`config.mk`:
```
export PLATFORM = sky130hd
export DESIGN_NAME = alu_share_arbiter_flat
export DESIGN_NICKNAME = d
export VERILOG_FILES = /design/src/rtl/alu_share_arbiter_if.sv /design/src/rtl/alu_share_arbiter.sv /design/src/flat_wrapper.sv
export SDC_FILE = /design/constraint.sdc
export NUM_CORES = 1
export LEC_CHECK = 0
export CORE_ASPECT_RATIO = 2
export CORE_MARGIN = 8
export CORE_UTILIZATION = 55
export CTS_BUF_LIST = sky130_fd_sc_hd__clkbuf_4
export CTS_CLUSTER_DIAMETER = 50
export DETAILED_ROUTE_END_ITERATION = 10
export PLACE_DENSITY = 0.84
export SYNTH_ARGS = -nofsm -noshare
export SYNTH_HDL_FRONTEND = slang
export SYNTH_SLANG_ARGS = --single-unit
export TNS_END_PERCENT = 20
```
`constraint.sdc`:
```
create_clock -name clk -period 4.46 [get_ports clk]
set_input_delay 0.892 -clock clk [delete_from_list [all_inputs] [get_ports clk]]
set_output_delay 0.892 -clock clk [all_outputs]
set_load 0.02 [all_outputs]
```
`src/rtl/alu_share_arbiter_if.sv`:
```
// rtl/alu_share_arbiter_if.sv - bus bundle between two requesters, a response consumer and the ALU share arbiter
// Purpose: groups both request channels, the tagged response channel and the status outputs.
// Signals:
//   req0_valid/req0_ready/req0_op[2:0]/req0_a[3:0]/req0_b[3:0]  requester 0 command channel
//   req1_valid/req1_ready/req1_op[2:0]/req1_a[3:0]/req1_b[3:0]  requester 1 command channel
//   rsp_valid/rsp_ready/rsp_id/rsp_result[3:0]/rsp_zero/rsp_ovf  response channel
//   busy, gnt0_cnt[CNT_W-1:0], gnt1_cnt[CNT_W-1:0]              status
// Modports: master = requesters + consumer side, slave = arbiter side.
interface alu_share_arbiter_if #(
  parameter int CNT_W = 8
);
  logic             req0_valid;
  logic             req0_ready;
  logic [2:0]       req0_op;
  logic [3:0]       req0_a;
  logic [3:0]       req0_b;
  logic             req1_valid;
  logic             req1_ready;
  logic [2:0]       req1_op;
  logic [3:0]       req1_a;
  logic [3:0]       req1_b;
  logic             rsp_valid;
  logic             rsp_ready;
  logic             rsp_id;
  logic [3:0]       rsp_result;
  logic             rsp_zero;
  logic             rsp_ovf;
  logic             busy;
  logic [CNT_W-1:0] gnt0_cnt;
  logic [CNT_W-1:0] gnt1_cnt;

  modport master (
    output req0_valid, req0_op, req0_a, req0_b,
    output req1_valid, req1_op, req1_a, req1_b,
    output rsp_ready,
    input  req0_ready, req1_ready,
    input  rsp_valid, rsp_id, rsp_result, rsp_zero, rsp_ovf,
    input  busy, gnt0_cnt, gnt1_cnt
  );

  modport slave (
    input  req0_valid, req0_op, req0_a, req0_b,
    input  req1_valid, req1_op, req1_a, req1_b,
    input  rsp_ready,
    output req0_ready, req1_ready,
    output rsp_valid, rsp_id, rsp_result, rsp_zero, rsp_ovf,
    output busy, gnt0_cnt, gnt1_cnt
  );
endinterface

```
`src/rtl/alu_share_arbiter.sv`:
```
// rtl/alu_share_arbiter.sv - round-robin sharing of one 4-bit ALU between two requesters
// Purpose: accepts one command at a time from two requesters, runs it through alu_4bit,
//   and returns a registered, requester-tagged response.
// alu_4bit ports: i_op[2:0], i_a[3:0], i_b[3:0] in; o_result[3:0], o_zero, o_ovf out.
// alu_share_arbiter ports: clk, rst_n (async, active-low), bus (alu_share_arbiter_if.slave).

module alu_4bit (
  input  logic [2:0] i_op,
  input  logic [3:0] i_a,
  input  logic [3:0] i_b,
  output logic [3:0] o_result,
  output logic       o_zero,
  output logic       o_ovf
);
  logic [3:0] w_sum;
  logic [3:0] w_diff;
  logic       w_add_ovf;
  logic       w_sub_ovf;

  assign w_sum     = i_a + i_b;
  assign w_diff    = i_a - i_b;
  // Signed overflow: operands' signs relate wrongly to the result sign.
  assign w_add_ovf = (i_a[3] == i_b[3]) && (w_sum[3] != i_a[3]);
  assign w_sub_ovf = (i_a[3] != i_b[3]) && (w_diff[3] != i_a[3]);

  always_comb begin
    o_result = 4'd0;
    o_ovf    = 1'b0;
    case (i_op)
      3'b000: o_result = i_a & i_b;
      3'b001: o_result = i_a | i_b;
      3'b010: begin o_result = w_sum;  o_ovf = w_add_ovf; end
      3'b110: begin o_result = w_diff; o_ovf = w_sub_ovf; end
      // Sign of the difference corrected by overflow gives the true signed compare.
      3'b111: begin o_result = {3'b000, w_diff[3] ^ w_sub_ovf}; o_ovf = w_sub_ovf; end
      default: begin o_result = 4'd0; o_ovf = 1'b0; end
    endcase
  end

  assign o_zero = (o_result == 4'd0);
endmodule

module alu_share_arbiter #(
  parameter logic PRIO_INIT = 1'b0,
  parameter int   CNT_W     = 8
) (
  input  logic                clk,
  input  logic                rst_n,
  alu_share_arbiter_if.slave  bus
);
  typedef enum logic [1:0] {IDLE = 2'd0, EXEC = 2'd1, RESP = 2'd2} state_t;

  state_t           r_state;
  state_t           w_next;
  logic             r_prio;
  logic [2:0]       r_op;
  logic [3:0]       r_a;
  logic [3:0]       r_b;
  logic             r_id;
  logic             r_rsp_valid;
  logic             r_rsp_id;
  logic [3:0]       r_rsp_result;
  logic             r_rsp_zero;
  logic             r_rsp_ovf;
  logic [CNT_W-1:0] r_gnt0;
  logic [CNT_W-1:0] r_gnt1;

  logic             w_gnt;
  logic             w_accept;
  logic             w_capture;
  logic             w_rsp_done;
  logic             w_ready0;
  logic             w_ready1;
  logic [3:0]       w_result;
  logic             w_zero;
  logic             w_ovf;

  // Contention goes to r_prio; otherwise the single valid requester wins.
  assign w_gnt = (bus.req0_valid && bus.req1_valid) ? r_prio : bus.req1_valid;

  always_ff @(posedge clk or negedge rst_n) begin
    if (!rst_n) r_state <= IDLE;
    else        r_state <= w_next;
  end

  always_comb begin
    w_next     = r_state;
    w_accept   = 1'b0;
    w_capture  = 1'b0;
    w_rsp_done = 1'b0;
    w_ready0   = 1'b0;
    w_ready1   = 1'b0;
    case (r_state)
      IDLE: begin
        // Ready is gated by rst_n so it stays low while reset is asserted.
        if (rst_n && (bus.req0_valid || bus.req1_valid)) begin
          w_accept = 1'b1;
          w_ready0 = ~w_gnt;
          w_ready1 = w_gnt;
          w_next   = EXEC;
        end
      end
      EXEC: begin
        w_capture = 1'b1;
        w_next    = RESP;
      end
      RESP: begin
        if (r_rsp_valid && bus.rsp_ready) begin
          w_rsp_done = 1'b1;
          w_next     = IDLE;
        end
      end
      default: w_next = IDLE;
    endcase
  end

  // The ALU only ever sees the latched command, never the live request inputs.
  alu_4bit u_alu (
    .i_op     (r_op),
    .i_a      (r_a),
    .i_b      (r_b),
    .o_result (w_result),
    .o_zero   (w_zero),
    .o_ovf    (w_ovf)
  );

  always_ff @(posedge clk or negedge rst_n) begin
    if (!rst_n) begin
      r_prio       <= PRIO_INIT;
      r_op         <= 3'd0;
      r_a          <= 4'd0;
      r_b          <= 4'd0;
      r_id         <= 1'b0;
      r_rsp_valid  <= 1'b0;
      r_rsp_id     <= 1'b0;
      r_rsp_result <= 4'd0;
      r_rsp_zero   <= 1'b0;
      r_rsp_ovf    <= 1'b0;
      r_gnt0       <= '0;
      r_gnt1       <= '0;
    end else begin
      if (w_accept) begin
        r_op <= w_gnt ? bus.req1_op : bus.req0_op;
        r_a  <= w_gnt ? bus.req1_a  : bus.req0_a;
        r_b  <= w_gnt ? bus.req1_b  : bus.req0_b;
        r_id <= w_gnt;
        if (!w_gnt && (r_gnt0 != {CNT_W{1'b1}})) r_gnt0 <= r_gnt0 + 1'b1;
        if (w_gnt && (r_gnt1 != {CNT_W{1'b1}}))  r_gnt1 <= r_gnt1 + 1'b1;
      end
      if (w_capture) begin
        r_rsp_valid  <= 1'b1;
        r_rsp_id     <= r_id;
        r_rsp_result <= w_result;
        r_rsp_zero   <= w_zero;
        r_rsp_ovf    <= w_ovf;
      end
      // Favour the requester that lost the last grant.
      if (w_rsp_done) begin
        r_rsp_valid <= 1'b0;
        r_prio      <= ~r_id;
      end
    end
  end

  assign bus.req0_ready = w_ready0;
  assign bus.req1_ready = w_ready1;
  assign bus.rsp_valid  = r_rsp_valid;
  assign bus.rsp_id     = r_rsp_id;
  assign bus.rsp_result = r_rsp_result;
  assign bus.rsp_zero   = r_rsp_zero;
  assign bus.rsp_ovf    = r_rsp_ovf;
  assign bus.busy       = (r_state != IDLE);
  assign bus.gnt0_cnt   = r_gnt0;
  assign bus.gnt1_cnt   = r_gnt1;
endmodule
```
`src/flat_wrapper.sv`:
```
// flat-port wrapper written by rule: the top's interface ports become plain ports
module alu_share_arbiter_flat 
#(
  parameter logic PRIO_INIT = 1'b0,
  parameter int   CNT_W     = 8
)
  (clk, rst_n, bus_req0_valid, bus_req0_op, bus_req0_a, bus_req0_b, bus_req1_valid, bus_req1_op, bus_req1_a, bus_req1_b, bus_rsp_ready, bus_req0_ready, bus_req1_ready, bus_rsp_valid, bus_rsp_id, bus_rsp_result, bus_rsp_zero, bus_rsp_ovf, bus_busy, bus_gnt0_cnt, bus_gnt1_cnt);
  alu_share_arbiter_if #(.CNT_W(CNT_W)) bus_i ();
  input  logic clk;
  input  logic rst_n;
  input wire logic [$bits(bus_i.req0_valid)-1:0] bus_req0_valid;
  input wire logic [$bits(bus_i.req0_op)-1:0] bus_req0_op;
  input wire logic [$bits(bus_i.req0_a)-1:0] bus_req0_a;
  input wire logic [$bits(bus_i.req0_b)-1:0] bus_req0_b;
  input wire logic [$bits(bus_i.req1_valid)-1:0] bus_req1_valid;
  input wire logic [$bits(bus_i.req1_op)-1:0] bus_req1_op;
  input wire logic [$bits(bus_i.req1_a)-1:0] bus_req1_a;
  input wire logic [$bits(bus_i.req1_b)-1:0] bus_req1_b;
  input wire logic [$bits(bus_i.rsp_ready)-1:0] bus_rsp_ready;
  output wire logic [$bits(bus_i.req0_ready)-1:0] bus_req0_ready;
  output wire logic [$bits(bus_i.req1_ready)-1:0] bus_req1_ready;
  output wire logic [$bits(bus_i.rsp_valid)-1:0] bus_rsp_valid;
  output wire logic [$bits(bus_i.rsp_id)-1:0] bus_rsp_id;
  output wire logic [$bits(bus_i.rsp_result)-1:0] bus_rsp_result;
  output wire logic [$bits(bus_i.rsp_zero)-1:0] bus_rsp_zero;
  output wire logic [$bits(bus_i.rsp_ovf)-1:0] bus_rsp_ovf;
  output wire logic [$bits(bus_i.busy)-1:0] bus_busy;
  output wire logic [$bits(bus_i.gnt0_cnt)-1:0] bus_gnt0_cnt;
  output wire logic [$bits(bus_i.gnt1_cnt)-1:0] bus_gnt1_cnt;
  assign bus_i.req0_valid = bus_req0_valid;
  assign bus_i.req0_op = bus_req0_op;
  assign bus_i.req0_a = bus_req0_a;
  assign bus_i.req0_b = bus_req0_b;
  assign bus_i.req1_valid = bus_req1_valid;
  assign bus_i.req1_op = bus_req1_op;
  assign bus_i.req1_a = bus_req1_a;
  assign bus_i.req1_b = bus_req1_b;
  assign bus_i.rsp_ready = bus_rsp_ready;
  assign bus_req0_ready = bus_i.req0_ready;
  assign bus_req1_ready = bus_i.req1_ready;
  assign bus_rsp_valid = bus_i.rsp_valid;
  assign bus_rsp_id = bus_i.rsp_id;
  assign bus_rsp_result = bus_i.rsp_result;
  assign bus_rsp_zero = bus_i.rsp_zero;
  assign bus_rsp_ovf = bus_i.rsp_ovf;
  assign bus_busy = bus_i.busy;
  assign bus_gnt0_cnt = bus_i.gnt0_cnt;
  assign bus_gnt1_cnt = bus_i.gnt1_cnt;
  alu_share_arbiter #(.PRIO_INIT(PRIO_INIT), .CNT_W(CNT_W)) u_core (.clk(clk), .rst_n(rst_n), .bus(bus_i));
endmodule
```
==> results of run 1 <==
## cell usage after synthesis (2+ instances only)
master	count	area share
nand2b_1	4	0.011
o41ai_1	2	0.0079
nor2_1	21	0.035
buf_2	3	0.0067
fa_1	3	0.027
dfrtp_1	39	0.44
and3_1	3	0.0084
nand3_1	8	0.018
o21ai_0	6	0.013
ha_1	13	0.073
a21oi_1	15	0.034
nand2_1	16	0.027
xor2_1	5	0.020
mux2_2	5	0.025
inv_1	18	0.030
clkbuf_1	3	0.0051
xnor2_1	13	0.051
mux2i_1	14	0.063
nand4_1	6	0.017
## kinds of logic (layout without fill, tap and decap cells)
family / count (synthesis) / after routing / share of synthesized area
AO/OA/AOI/OAI: 34 / 34 / 0.112
buffers and inverters: 25 / 81 / 0.0455
XOR/XNOR: 18 / 18 / 0.0708
multiplexers: 19 / 19 / 0.0882
adder cells (fa/ha/maj): 16 / 16 / 0.100
flip-flops: 39 / 39 / 0.438
AND/OR/NAND/NOR: 65 / 65 / 0.144
## power breakdown
group / switching, µW / total (µW) / internal [µW] / leakage [µW]
logic: 452 / 900 / 448 / 0.000822
clock network: 113 / 294 / 181 / 0.0000559
registers: 170 / 653 / 483 / 0.000484
total: 735 / 1850 / 1110 / 0.00136
## path summary, 6_finish.rpt
| kind | from | end | slack [ns] | depth (start not counted) |
|---|---|---|---|---|
| worst max-delay path | bus_req0_valid | bus_req1_ready | 1.18 | 5 |
| worst min-delay path | u_core.bus.rsp_zero | u_core.bus.rsp_zero | 0.48 | 2 |
| worst max register to register | u_core.r_b[1] | u_core.bus.rsp_zero | 2.08 | 10 |
| worst min register to register | u_core.bus.rsp_zero | u_core.bus.rsp_zero | 0.48 | 2 |
| max in group asynchronous | rst_n | u_core.bus.rsp_result[1] | 3.51 | 2 |
| min in group asynchronous | rst_n | u_core.bus.gnt0_cnt[4] | 0.60 | 2 |
## per-layer routing
| layer | up-vias | wire length (µm) | track usage |
|---|---|---|---|
| met5 | - | 0 | 0 |
| met4 | 0 | 66 | 0.0605 |
| met3 | 6 | 316 | 0.0435 |
| met2 | 50 | 2190 | 0.251 |
| met1 | 802 | 1820 | 0.176 |
| li1 | 843 | - | - |
## flip-flops by register name, summed over array words and instances, names as in the netlist
| register | count |
|---|---|
| u_core.r_id | 1 |
| u_core.bus.rsp_result | 4 |
| u_core.r_op | 3 |
| u_core.r_a | 4 |
| u_core.r_state | 2 |
| u_core.bus.rsp_ovf | 1 |
| u_core.bus.gnt1_cnt | 8 |
| u_core.r_b | 4 |
| u_core.bus.rsp_zero | 1 |
| u_core.r_prio | 1 |
| u_core.bus.rsp_valid | 1 |
| u_core.bus.rsp_id | 1 |
| u_core.bus.gnt0_cnt | 8 |
## area by class of cell
class / instances / area share
Multi-Input combinational cell: 152 / 0.396
Sequential cell: 39 / 0.336
Timing Repair Buffer: 55 / 0.186
Inverter: 18 / 0.0233
Tap cell: 52 / 0.0224
Clock inverter: 2 / 0.0207
Clock buffer: 6 / 0.0155
## placed cells by master, fill, tap and decap left out, types with 2 or more instances in the layout
cell type | netlist | routed
nand4_1 | 6 | 6
dfrtp_1 | 39 | 39
nand2b_1 | 4 | 4
mux2_2 | 5 | 5
and3_1 | 3 | 3
o41ai_1 | 2 | 2
clkdlybuf4s50_1 | 0 | 52
bufinv_16 | 0 | 2
ha_1 | 13 | 13
fa_1 | 3 | 3
mux2i_1 | 14 | 14
inv_1 | 18 | 18
a21oi_1 | 15 | 15
o21ai_0 | 6 | 5
nand3_1 | 8 | 8
clkbuf_4 | 0 | 6
buf_4 | 1 | 2
xnor2_1 | 13 | 13
nor2_1 | 21 | 21
xor2_1 | 5 | 5
nand2_1 | 16 | 16
## through the flow
step                instance area (µm²)  hold slack, ns  power [µW]  cells
detailed placement                 2800           0.461        1570    316
finish                             2900           0.481        1850    324
CTS                                2900           0.485        1870    324
global placement                   2800           0.451        1520    316
floorplan                          2230           0.436        1260    216
global route                       2900           0.514        2000    324
## critical path, stage by stage
cell             delay [ns]
clkdlybuf4s50_1        0.53
inv_1                  0.10
o211ai_4               0.24
inv_1                  0.07
clkdlybuf4s50_1        0.54
==> results.json, run 1 <==
{
  "layout-drive-gt1-share": 0.0809,
  "worstSetupPathType": "in2out",
  "clock_tree.root_cell": "clkbuf_4",
  "hold_path_class": "reg2reg",
  "hpwl_um": 3490,
  "n_antenna_cell": 0,
  "final_nets": 314,
  "track_usage": 0.152,
  "grt_max_degree": 40,
  "yosysWarnings": 0,
  "clkSlewWorstSetupHoldPaths_ns": 0.10,
  "worstPathArrival_ns": 2.39,
  "synth_area_um2": 2230,
  "ctsHtreeMaxLevel": 2,
  "routabilityCongestion": 0.756,
  "grt_pass1_wl_um": 7840,
  "dieHeight_um": 106,
  "power_density_nw_per_um2": 636,
  "status": "complete, no violations",
  "rsz0062_at_grt": "false",
  "synth-edff-count": 0,
  "dieArea_um2": 6460,
  "cts_tree": "built",
  "grt_overflow": 0,
  "detail_route.wl_per_cell_um": 13.6,
  "slew_viol_final": 0,
  "top_level_ports": 54,
  "period_minus_slack_ns": 3.28,
  "cellLeakagePower_uw": 0.00136,
  "die-width_um": 61.0,
  "cp_data_required_time_ns": 3.57,
  "finalSetupTns_ns": 0,
  "clkLatencyLatePin_ns": 0.34,
  "cts-resized-gates": 0,
  "layout_setup_ws_ns": 1.18,
  "rows": 33,
  "max_freq_mhz": 305,
  "synth.avg_cell_area_um2": 10.3,
  "drc_errors": 0,
  "avgViaCountPerCell": 5.25,
  "initial_utilization": 0.556,
  "area_growth_pct": 30.4,
  "vias": 1701,
  "synth_cells": 216,
  "dr.pass1.iters": 4,
  "worst_slew_pin_slew_ns": 0.727,
  "holdBufCountCts": 0,
  "multi_input_area_um2": 1150,
  "finalHoldViolations": 0,
  "synth.distinct_cells": 38,
  "setup_violations": 0,
  "post_cts_buffers": 0,
  "drt-total-wl_um": 4400,
  "async_reset_ff_frac": 1.00,
  "synth-main-ff-cell": "dfrtp_1",
  "numCtsBuffers": 5,
  "cts.sinks": 39,
  "final_util": 0.725,
  "nFillCells": 312,
  "grt_pass1_vias": 1817,
  "fin_crit_sh": 0.735,
  "ant_nets": 0,
  "clock_path_buffers": 2,
  "cap_violations": 0,
  "critPathLaunchType": "input pin",
  "antenna_found_initial": 0,
  "slew-limit-headroom": 0.515,
  "pre_cts_slack_ns": 1.19,
  "drtIter0Drc": 28,
  "syn_nets": 259,
  "core_um2": 4010,
  "seqCellArea_um2": 976,
  "end_kind": "primary output",
  "vdd_drop_max_mv": 0.478,
  "worstPathMaxFanout": 4,
  "ys_seq_area_frac": 0.438,
  "ys_ff_latch": 39,
  "portBuffers": 53,
  "clock_skew_ns": 0.0114
}
(Power assumes the default switching activity.)
==> run 2: changes to the inputs <==
--- a/config.mk
+++ b/config.mk
@@ -7,11 +7,11 @@
 export LEC_CHECK = 0
 export CORE_ASPECT_RATIO = 2
 export CORE_MARGIN = 8
-export CORE_UTILIZATION = 55
+export CORE_UTILIZATION = 51
 export CTS_BUF_LIST = sky130_fd_sc_hd__clkbuf_4
 export CTS_CLUSTER_DIAMETER = 50
 export DETAILED_ROUTE_END_ITERATION = 10
-export PLACE_DENSITY = 0.84
+export PLACE_DENSITY = 0.79
 export SYNTH_ARGS = -nofsm -noshare
 export SYNTH_HDL_FRONTEND = slang
 export SYNTH_SLANG_ARGS = --single-unit
==> constraint.sdc (replaced) <==
create_clock -name clk -period 3.3 [get_ports clk]
set_input_delay 0.66 -clock clk [delete_from_list [all_inputs] [get_ports clk]]
set_output_delay 0.66 -clock clk [all_outputs]
set_load 0.02 [all_outputs]
==> results.json, run 2 (synthesized netlist as in run 1, its figures left out) <==
{
  "status": "complete, no violations",
  "finalHoldViolations": 0,
  "p_int_uw": 1410,
  "routabilityCongestion": 0.743,
  "switchingPower_uw": 991,
  "seq_power_share": 0.365,
  "slew_viol_final": 0,
  "cp_data_required_time_ns": 2.64,
  "worstPathArrival_ns": 2.13,
  "comb_power_share": 0.507,
  "dieHeight_um": 109,
  "grt_overflow": 0,
  "clock_tree.root_cell": "clkbuf_4",
  "clock_skew_ns": 0.0161,
  "nFillCells": 360,
  "finalPower_uw": 2410,
  "rsz0062_at_grt": "false",
  "dp.cells": 318,
  "cp_num_cells": 5,
  "ff2ff_path_depth": 10,
  "clkLatencyLatePin_ns": 0.34,
  "core_um2": 4250,
  "critPathLaunchType": "input pin",
  "vias": 1706,
  "grt_pass1_wl_um": 7830,
  "initial_utilization": 0.523,
  "n_antenna_cell": 0,
  "holdWs_ns": 0.372,
  "clkPwrFrac": 0.128,
  "end_kind": "primary output",
  "setup.worst_path.end": "bus_req1_ready",
  "cts.sinks": 39,
  "hold_path_class": "in2async",
  "ant_nets": 0,
  "max_freq_mhz": 358,
  "final_util": 0.676,
  "grt_max_degree": 40,
  "worstPathMaxFanout": 4,
  "cts-resized-gates": 0,
  "finalSetupTns_ns": 0,
  "period_minus_slack_ns": 2.79,
  "avgViaCountPerCell": 5.23,
  "setup_violations": 0,
  "slowest_stage": "clkdlybuf4s50_1",
  "hpwl_um": 3420,
  "dieArea_um2": 6860,
  "critical_path.top_delay_family": "buffers and inverters",
  "mostFrequentLayoutCells": "clkdlybuf4s50_1, dfrtp_1, nor2_1",
  "layout-drive-gt1-share": 0.0772,
  "cp-startpoint": "bus_req0_valid",
  "clock_path_buffers": 2,
  "drtIter0Drc": 30,
  "drt-total-wl_um": 4360,
  "r2r-end": "u_core.bus.rsp_zero",
  "grt_pass1_vias": 1820,
  "rows": 34,
  "top_level_ports": 54,
  "worst_slew_pin_slew_ns": 0.733,
  "swShare": 0.412,
  "ctsHtreeMaxLevel": 2,
  "post_cts_buffers": 0,
  "numCtsBuffers": 5,
  "cap_violations": 0,
  "r2r_slack_ns": 0.94,
  "die-width_um": 62.7,
  "fin_crit_sh": 0.846,
  "final_nets": 314,
  "area_growth_pct": 29.2,
  "power_density_nw_per_um2": 836,
  "path_cells": "clkdlybuf4s50_1, inv_1, o211ai_4, inv_1, clkdlybuf4s50_1",
  "final_common_cell": "clkdlybuf4s50_1",
  "r2r-start": "u_core.r_b[1]",
  "slew-limit-headroom": 0.511,
  "drc_errors": 0,
  "dr.pass1.iters": 4,
  "cp_slowest_stage_delay_ns": 0.54,
  "track_usage": 0.137,
  "cellLeakagePower_uw": 0.00135,
  "worstSetupPathType": "in2out",
  "portBuffers": 53,
  "detail_route.wl_per_cell_um": 13.4,
  "antenna_found_initial": 0,
  "clkSlewWorstSetupHoldPaths_ns": 0.12,
  "crit_buf_inv": 4,
  "holdBufCountCts": 0,
  "cts_tree": "built",
  "vdd_drop_max_mv": 0.551,
  "final_cells": 326
}
run 2: cell types whose count changed in the layout (fill, tap and decap cells not counted), sizes merged:
cell,previous run,this run
clkbuf,6,5
clkinv,0,2
bufinv,2,1
run 2: final cells by class:
| type | instances | area (µm²) | share of cell area |
|---|---|---|---|
| Inverter | 18 | 67.6 | 0.0235 |
| Sequential cell | 39 | 976 | 0.339 |
| Multi-Input combinational cell | 152 | 1150 | 0.399 |
| Timing Repair Buffer | 55 | 541 | 0.188 |
| Clock inverter | 3 | 38.8 | 0.0135 |
| Tap cell | 54 | 67.6 | 0.0235 |
| Clock buffer | 5 | 37.5 | 0.0130 |
run 2: worst min path at each step:
| stage | endpoint | slack (ns) | cells past startpoint |
|---|---|---|---|
| global placement | u_core.r_prio | 0.45 | 1 |
| detailed placement | u_core.r_prio | 0.46 | 1 |
| floorplan | u_core.bus.gnt0_cnt[0] | 0.36 | 0 |
| finish | u_core.bus.rsp_valid | 0.37 | 2 |
| global route | u_core.bus.rsp_valid | 0.40 | 2 |
| CTS | u_core.bus.gnt0_cnt[4] | 0.38 | 2 |
run 2: worst register-to-register path, stage by stage (launching register included):
cell and delay, ns:
dfrtp_1 0.41, inv_1 0.17, ha_1 0.27, nor2_1 0.11, nor2_1 0.05, nor2_1 0.08
nor2_1 0.06, fa_1 0.52, a2bb2oi_1 0.17, o31ai_1 0.11, o41ai_1 0.31
run 2: layer usage:
metal  part of all wire  track usage
met1               0.42        0.147
met2               0.50        0.241
met3              0.064       0.0459
met5                  0            0
met4              0.015       0.0591
run 2: power by group through the flow:
stage	clock network, µW	registers, µW	logic, µW
2_1_floorplan	0	925	776
3_3_place_gp	0	876	1180
3_5_place_dp	0	891	1230
4_1_cts	323	881	1240
5_1_grt	336	918	1380
6_report	309	878	1220
run 2: metrics by stage:
stage | setup WS [ns] | area [µm²]
global route | 0.403 | 2880
CTS | 0.482 | 2880
global placement | 0.504 | 2800
floorplan | 1.12 | 2230
finish | 0.507 | 2880
detailed placement | 0.484 | 2800
